==> src/rtl/param_regfile_mem.sv <==
// Parametrised register-file memory: one write port, one independent read
// port, registered read with valid strobe and write-first bypass, per-entry
// written flags, synchronous bulk clear and a live count of written entries.
module param_regfile_mem #(
  parameter int                    DATA_WIDTH  = 5,
  parameter int                    ADDR_WIDTH  = 4,
  parameter logic [DATA_WIDTH-1:0] RESET_VALUE = '0
) (
  input  logic                  Clk,
  input  logic                  reset,
  input  logic                  clear,
  input  logic                  write_enable,
  input  logic [ADDR_WIDTH-1:0] write_address,
  input  logic [DATA_WIDTH-1:0] data_in,
  input  logic                  read_enable,
  input  logic [ADDR_WIDTH-1:0] read_address,
  output logic [DATA_WIDTH-1:0] data_out,
  output logic                  read_valid,
  output logic                  read_hit,
  output logic [ADDR_WIDTH:0]   valid_count
);

  // Depth follows from the address width and cannot be set independently.
  localparam int DEPTH = 2 ** ADDR_WIDTH;

  logic [DATA_WIDTH-1:0] mem [DEPTH];
  logic [DEPTH-1:0]      written;

  logic                  write_accept;
  logic                  new_entry;
  logic                  bypass;
  logic [DATA_WIDTH-1:0] read_data_next;
  logic                  read_hit_next;

  // A clear on the same edge wins over any write.
  assign write_accept = write_enable && !clear;
  // Only the first write to an entry since reset/clear adds to the count.
  assign new_entry    = write_accept && !written[write_address];
  // Same-cycle write and read to one address returns the new data.
  assign bypass       = write_accept && (write_address == read_address);

  // Select the value a read captures this edge: clear, bypass or stored entry.
  always_comb begin
    // NOTE: defaults assigned first so every path drives both outputs and no latch is inferred.
    read_data_next = mem[read_address];
    read_hit_next  = written[read_address];
    if (clear) begin
      read_data_next = RESET_VALUE;
      read_hit_next  = 1'b0;
    end else if (bypass) begin
      read_data_next = data_in;
      read_hit_next  = 1'b1;
    end
  end

  // Storage array and written flags; reset and clear touch every entry at once.
  always_ff @(posedge Clk or posedge reset) begin
    if (reset) begin
      // NOTE: every entry is reset explicitly, which keeps this array in flops rather than a RAM macro.
      for (int i = 0; i < DEPTH; i++) begin
        mem[i] <= RESET_VALUE;
      end
      written <= '0;
    end else if (clear) begin
      for (int i = 0; i < DEPTH; i++) begin
        mem[i] <= RESET_VALUE;
      end
      written <= '0;
    end else if (write_accept) begin
      // NOTE: non-blocking so the read logic on this edge still sees the pre-write contents.
      mem[write_address]     <= data_in;
      written[write_address] <= 1'b1;
    end
  end

  // Occupancy count: tracks the number of set flags, so it tops out at DEPTH.
  always_ff @(posedge Clk or posedge reset) begin
    if (reset) begin
      valid_count <= '0;
    end else if (clear) begin
      valid_count <= '0;
    end else if (new_entry) begin
      valid_count <= valid_count + {{ADDR_WIDTH{1'b0}}, 1'b1};
    end
  end

  // Registered read port: capture on read_enable, hold otherwise, pulse valid.
  always_ff @(posedge Clk or posedge reset) begin
    if (reset) begin
      data_out   <= RESET_VALUE;
      read_hit   <= 1'b0;
      read_valid <= 1'b0;
    end else if (read_enable) begin
      data_out   <= read_data_next;
      read_hit   <= read_hit_next;
      read_valid <= 1'b1;
    end else begin
      read_valid <= 1'b0;
    end
  end

endmodule

==> config.mk <==
export PLATFORM = sky130hd
export DESIGN_NAME = param_regfile_mem
export DESIGN_NICKNAME = d
export VERILOG_FILES = /design/src/rtl/param_regfile_mem.sv
export SDC_FILE = /design/constraint.sdc
export NUM_CORES = 1
export LEC_CHECK = 0
export BUFFER_PORTS_ARGS = -buffer_cell sky130_fd_sc_hd__buf_2
export CAP_MARGIN = 15
export CELL_PAD_IN_SITES_DETAIL_PLACEMENT = 0
export CELL_PAD_IN_SITES_GLOBAL_PLACEMENT = 1
export CORE_AREA = 2 2 109 111
export DETAILED_ROUTE_END_ITERATION = 10
export DIE_AREA = 0 0 111 113
export GPL_TIMING_DRIVEN = 0
export PLACE_DENSITY = 0.86
export SYNTH_ARGS = -nofsm -noshare
export SYNTH_HDL_FRONTEND = slang
export SYNTH_SLANG_ARGS = --single-unit
==> constraint.sdc <==
create_clock -name Clk -period 3.7 [get_ports Clk]
set_input_delay 0.555 -clock Clk [delete_from_list [all_inputs] [get_ports Clk]]
set_output_delay 0.555 -clock Clk [all_outputs]
set_load 0.02 [all_outputs]
* Yosys cells after proc, flatten, opt, wreduce, memory -nomap -nowiden
Cells that the tools add are included.
** Word-level totals
- Bits of input ports :: 18
- Output and inout port bits :: 12
- Memories kept :: 0
- Logic and storage cells :: 64
- Memory bits (read-only) :: 0
- Bits in registers :: 108
- Bits in latches :: 0
- RAM bits :: 0
** Operators by class
- Order comparisons :: 6
- Bitwise logic cells :: 3
- Shifts and indexed selects :: 0
- Multiply operators :: 0
- Mux-type cells :: 23
- Divide/modulo/power cells :: 0
- $add $sub $neg :: 1
- Eq/ne operators :: 1
- Reduce and logical (&&, ||, !) cells :: 9
** Operators by type and width (count)
- $mux W80 :: 2
- $bwmux W80 :: 1
- $mux W5 :: 7
- $mux W16 :: 2
- $bmux W5 S4 :: 1
- $demux W5 S4 :: 1
- $or A16 B16 Y16 :: 1
- $ge A5 B5 Y1 const B :: 2
- $lt A4 B5 Y1 const B :: 2
- $not A4 Y5 :: 2
- $bmux W1 S4 :: 2
- $mux W1 :: 6
- $add A5 B1 Y5 const B :: 1
- $logic_and A1 B1 Y1 :: 5
- $lt A5 B1 Y1 const B :: 1
- $demux W1 S4 :: 1
- $eq A4 B4 Y1 :: 1
- $ge A4 B1 Y1 const B :: 1
- $reduce_bool A2 Y1 :: 2
- $logic_not A1 Y1 :: 2

* Depth between registers and ports, before layout
- Depth after elaboration :: 8
- Mapped depth :: 7

* Least setup slack after synthesis
Ideal clock, no wire load.
- Kind :: input -> register
- Start point :: input read_address[0]
- End point :: register data_out[2]
- Slack :: 1.506 ns
- Arrival time :: 2.056 ns
- Required time :: 3.563 ns
- Stages on the path :: 6
- Cell sequence :: buf_2 -> buf_6 -> mux4_2 -> mux4_2 -> clkinv_1 -> o221ai_1
** Between the ends
- Longest elaborated chain between the ends :: 6
- Elaborated cells between the ends (all ways) :: 8
- Those cells by class :: eq/ne: 1; mux: 5; bitwise: 1; reduce/logical: 1
** Ends and longest elaborated chain
- start: declaration :: RTL line 16 : input logic [ADDR_WIDTH-1:0] read_address,
- $not A4 Y5 (implied by the code) :: RTL line 45 : read_data_next = mem[read_address];
- $bmux W5 S4 :: RTL line 45
- $mux W5 (implied by the code) (2 in a row) :: RTL line 45
- $mux W5 (*) :: RTL line 50 : end else if (bypass) begin
- $mux W5 (*) :: RTL line 47 : if (clear) begin
- end signal: assignment :: RTL line 94 : data_out <= read_data_next;
- end: declaration :: RTL line 17 : output logic [DATA_WIDTH-1:0] data_out,
Every way passes the cells marked *; elsewhere a longest branch is shown, timed or not. The select of a mux whose other input is x is not followed.
A chain may end at the register's enable or synchronous reset.

* Worst setup path in the final report
- Start point :: input read_address[3]
- End point :: register data_out[1]
Same word-level chain as after synthesis.

==> impl_metrics.toml <==
[sta]
finalHoldViolations = 0
worst_pin_slew_ns = 1.00
fin_crit_ns = 2.29
max_slew_margin_pct = 32.7
fin_tns_setup_ns = 0
clock.fmax_mhz = 437
setup_viol = 0
rsz0062_at_grt = "no"
fin_worst_skew_ns = 0.00857
report.final.slew_viol_count = 0
fin_crit_sh_pct = 61.8
fin_ws_ns = 1.41

[clock_tree]
cts-root-buf = "clkbuf_16"
cts-htree-levels = 3
clk_latency_ns = 0.36
cts_hold_buf = 0
numClockSinks = 108
cts_tree = "yes"
cts_max_path_buffers = 2
cts_resized = 0
path_clk_slew_ns = 0.07
cts_buffers = 9
post_cts_buffers = 0

[detailed_routing]
postRouteWirelength_um = 13700
wl_per_cell_um = 20.3
route.detailed.drc = 0
postRouteAntennaNets = 0
firstDrtPassIters = 5
avgViaCountPerCell = 5.94
vias = 3997
drt-initial-drc-count = 366

[setup_path]
cp.arrival_ns = 2.51
reg2reg_depth = 5
critical_path_class = "in -> reg"
crit_path_end_kind = "register"
cp_max_fo = 10
timing.rr.end = "valid_count[4]"
required_ns = 3.92
r2r-start = "written[11]"
startpoint_type = "input pin"
r2r_slack_ns = 1.72

[cells_and_area]
drive_gt1_share_pct = 17.2
register_area_sq_mm = 0.00270
multi_input_area_sq_mm = 0.00246
final_nets = 544
syn_to_final_growth_pct = 11.5
n_antenna_cell = 0
fin_area_sq_mm = 0.00603
finish.utilization_pct = 53.5
fill_cells = 1000

[yosys]
synth_area_leaders = "dfrtp_1 (50%), mux4_2 (13%), mux2i_1 (11%)"
syn-num-nets = 508
synth_top_area_cell = "dfrtp_1"
synth_top_cell_area_share_pct = 50.0
ys_ff_latch = 108
synth_cell_types = 39
syn_area_sq_mm = 0.00541
yosys_warnings = 0
synth.avg_cell_area_sq_um = 11.1
netlist_instances = 489
yosysSeqAreaShare_pct = 50.0

[floorplan]
core_sq_mm = 0.0113
dieWidth_um = 111
die_y_um = 113
rows = 39
fp.dieArea_sq_mm = 0.0125
io_pins = 30
initial_core_util_pct = 48.0

[power]
total_power_uw = 2410
p_seq_share_pct = 50.2
sw_frac_of_total_pct = 25.3
combPwrFrac_pct = 9.5
leakage_uw = 0.00259
power_density_mw_per_mm2 = 400
peakVddDrop_mv = 0.355
p_clk_share_pct = 40.3
p_int_uw = 1800
switching_power_uw = 611

[global_route]
grt_use_total_pct = 23.2
grt_pass1_wl_um = 22300
antenna_found_initial = 0
overflow = 0
grt_pass1_vias = 4208
grt_max_degree = 56

[flow_run]
max_cap_viol_count = 0

[min_path]
min_path_type = "in -> async"

[outcome]
status = "completed"

[placement]
dp_slack_ns = 1.07
io_buffers = 24
gp_congestion = 0.894
place_area_sq_mm = 0.00574
hpwl_um = 9870
-- sequential cells by signal, summed over array words and instances, names as in the netlist --
name,count
data_out,5
valid_count,5
written,16
mem,80
read_hit,1
read_valid,1
-- through the flow --
| stage | hold WS, ns | cells |
|---|---|---|
| final | 0.307 | 673 |
| after global routing | 0.372 | 673 |
| after CTS | 0.344 | 673 |
| after detailed placement | 0.479 | 657 |
| after global placement | 0.480 | 656 |
| after floorplan | 0.475 | 489 |
-- power groups by stage --
| stage | registers, uW | logic (uW) | clock network [uW] |
|---|---|---|---|
| finish | 1210 | 230 | 972 |
| global route | 1210 | 251 | 1030 |
| CTS | 1210 | 231 | 984 |
| detailed placement | 1240 | 230 | 0 |
| global placement | 1230 | 221 | 0 |
| floorplan | 1240 | 149 | 0 |
-- worst max path at each step --
stage	from	endpoint	slack (ns)
3_5_place_dp	read_address[3]	data_out[0]	1.07
4_1_cts	read_address[3]	data_out[0]	1.43
6_report	read_address[3]	data_out[1]	1.41
3_3_place_gp	reset	mem[28]	-0.91
2_1_floorplan	reset	data_out[0]	0.30
5_1_grt	read_address[3]	data_out[2]	1.33
-- Yosys cell counts --
library cell,count
mux2_4,1
a21oi_1,37
or4b_4,1
a31o_2,1
dfrtp_1,108
clkbuf_1,22
clkinv_1,5
nand3b_1,2
inv_1,12
nand3_1,17
nor3_1,2
o211ai_2,1
ha_1,1
nor2_4,1
buf_1,3
o21ai_1,1
nor4_2,1
buf_4,1
xor2_1,3
and3_1,1
nor2_1,117
a2111oi_4,1
o2111ai_1,1
o41ai_1,1
mux4_2,31
nand2_1,20
buf_6,4
buf_2,6
or3_1,4
a22oi_1,1
a2bb2oi_1,1
o21ai_0,2
o221ai_1,6
mux2_2,2
nand4_1,1
xnor2_1,1
nor2b_1,3
mux2i_1,57
nand2b_1,9
-- kinds of logic after synthesis --
logic type / synth area share (%)
flip-flops: 50.0
multiplexers: 24.2
buffers and inverters: 4.44
AO/OA/AOI/OAI: 6.20
AND/OR/NAND/NOR: 14.3
adder cells (fa/ha/maj): 0.231
XOR/XNOR: 0.648
-- worst max-delay path: stages --
cell,delay [ns]
buf_2,0.20
buf_1,0.59
mux4_2,0.46
mux4_2,0.52
clkinv_1,0.07
o221ai_1,0.11
-- cells in the final DEF, fill, tap and decap left out, types with 3 or more instances in the layout --
cell type	count
a21oi_1	37
buf_1	3
buf_2	30
buf_6	4
clkbuf_1	24
clkbuf_16	9
clkinv_1	5
clkinvlp_4	3
dfrtp_1	108
inv_1	11
mux2i_1	57
mux4_2	31
nand2_1	20
nand2b_1	9
nand3_1	17
nor2_1	117
nor2b_1	3
o221ai_1	6
or3_1	4
xor2_1	3
-- layer usage --
| layer | wire length [um] | vias to the layer above | global-route usage, % |
|---|---|---|---|
| met5 | 0 | - | 0 |
| met4 | 409 | 0 | 9.50 |
| met3 | 738 | 32 | 5.68 |
| met2 | 6520 | 123 | 37.7 |
| met1 | 6010 | 2075 | 30.2 |
| li1 | - | 1767 | - |
-- layout make-up --
cell class	instances	area share (%)
Timing Repair Buffer	25	2.45
Multi-Input combinational cell	328	40.9
Buffer	36	2.93
Tap cell	143	2.97
Clock buffer	11	3.86
Clock inverter	5	1.02
Sequential cell	108	44.8
Inverter	17	1.10
(Power assumes the default switching activity.)
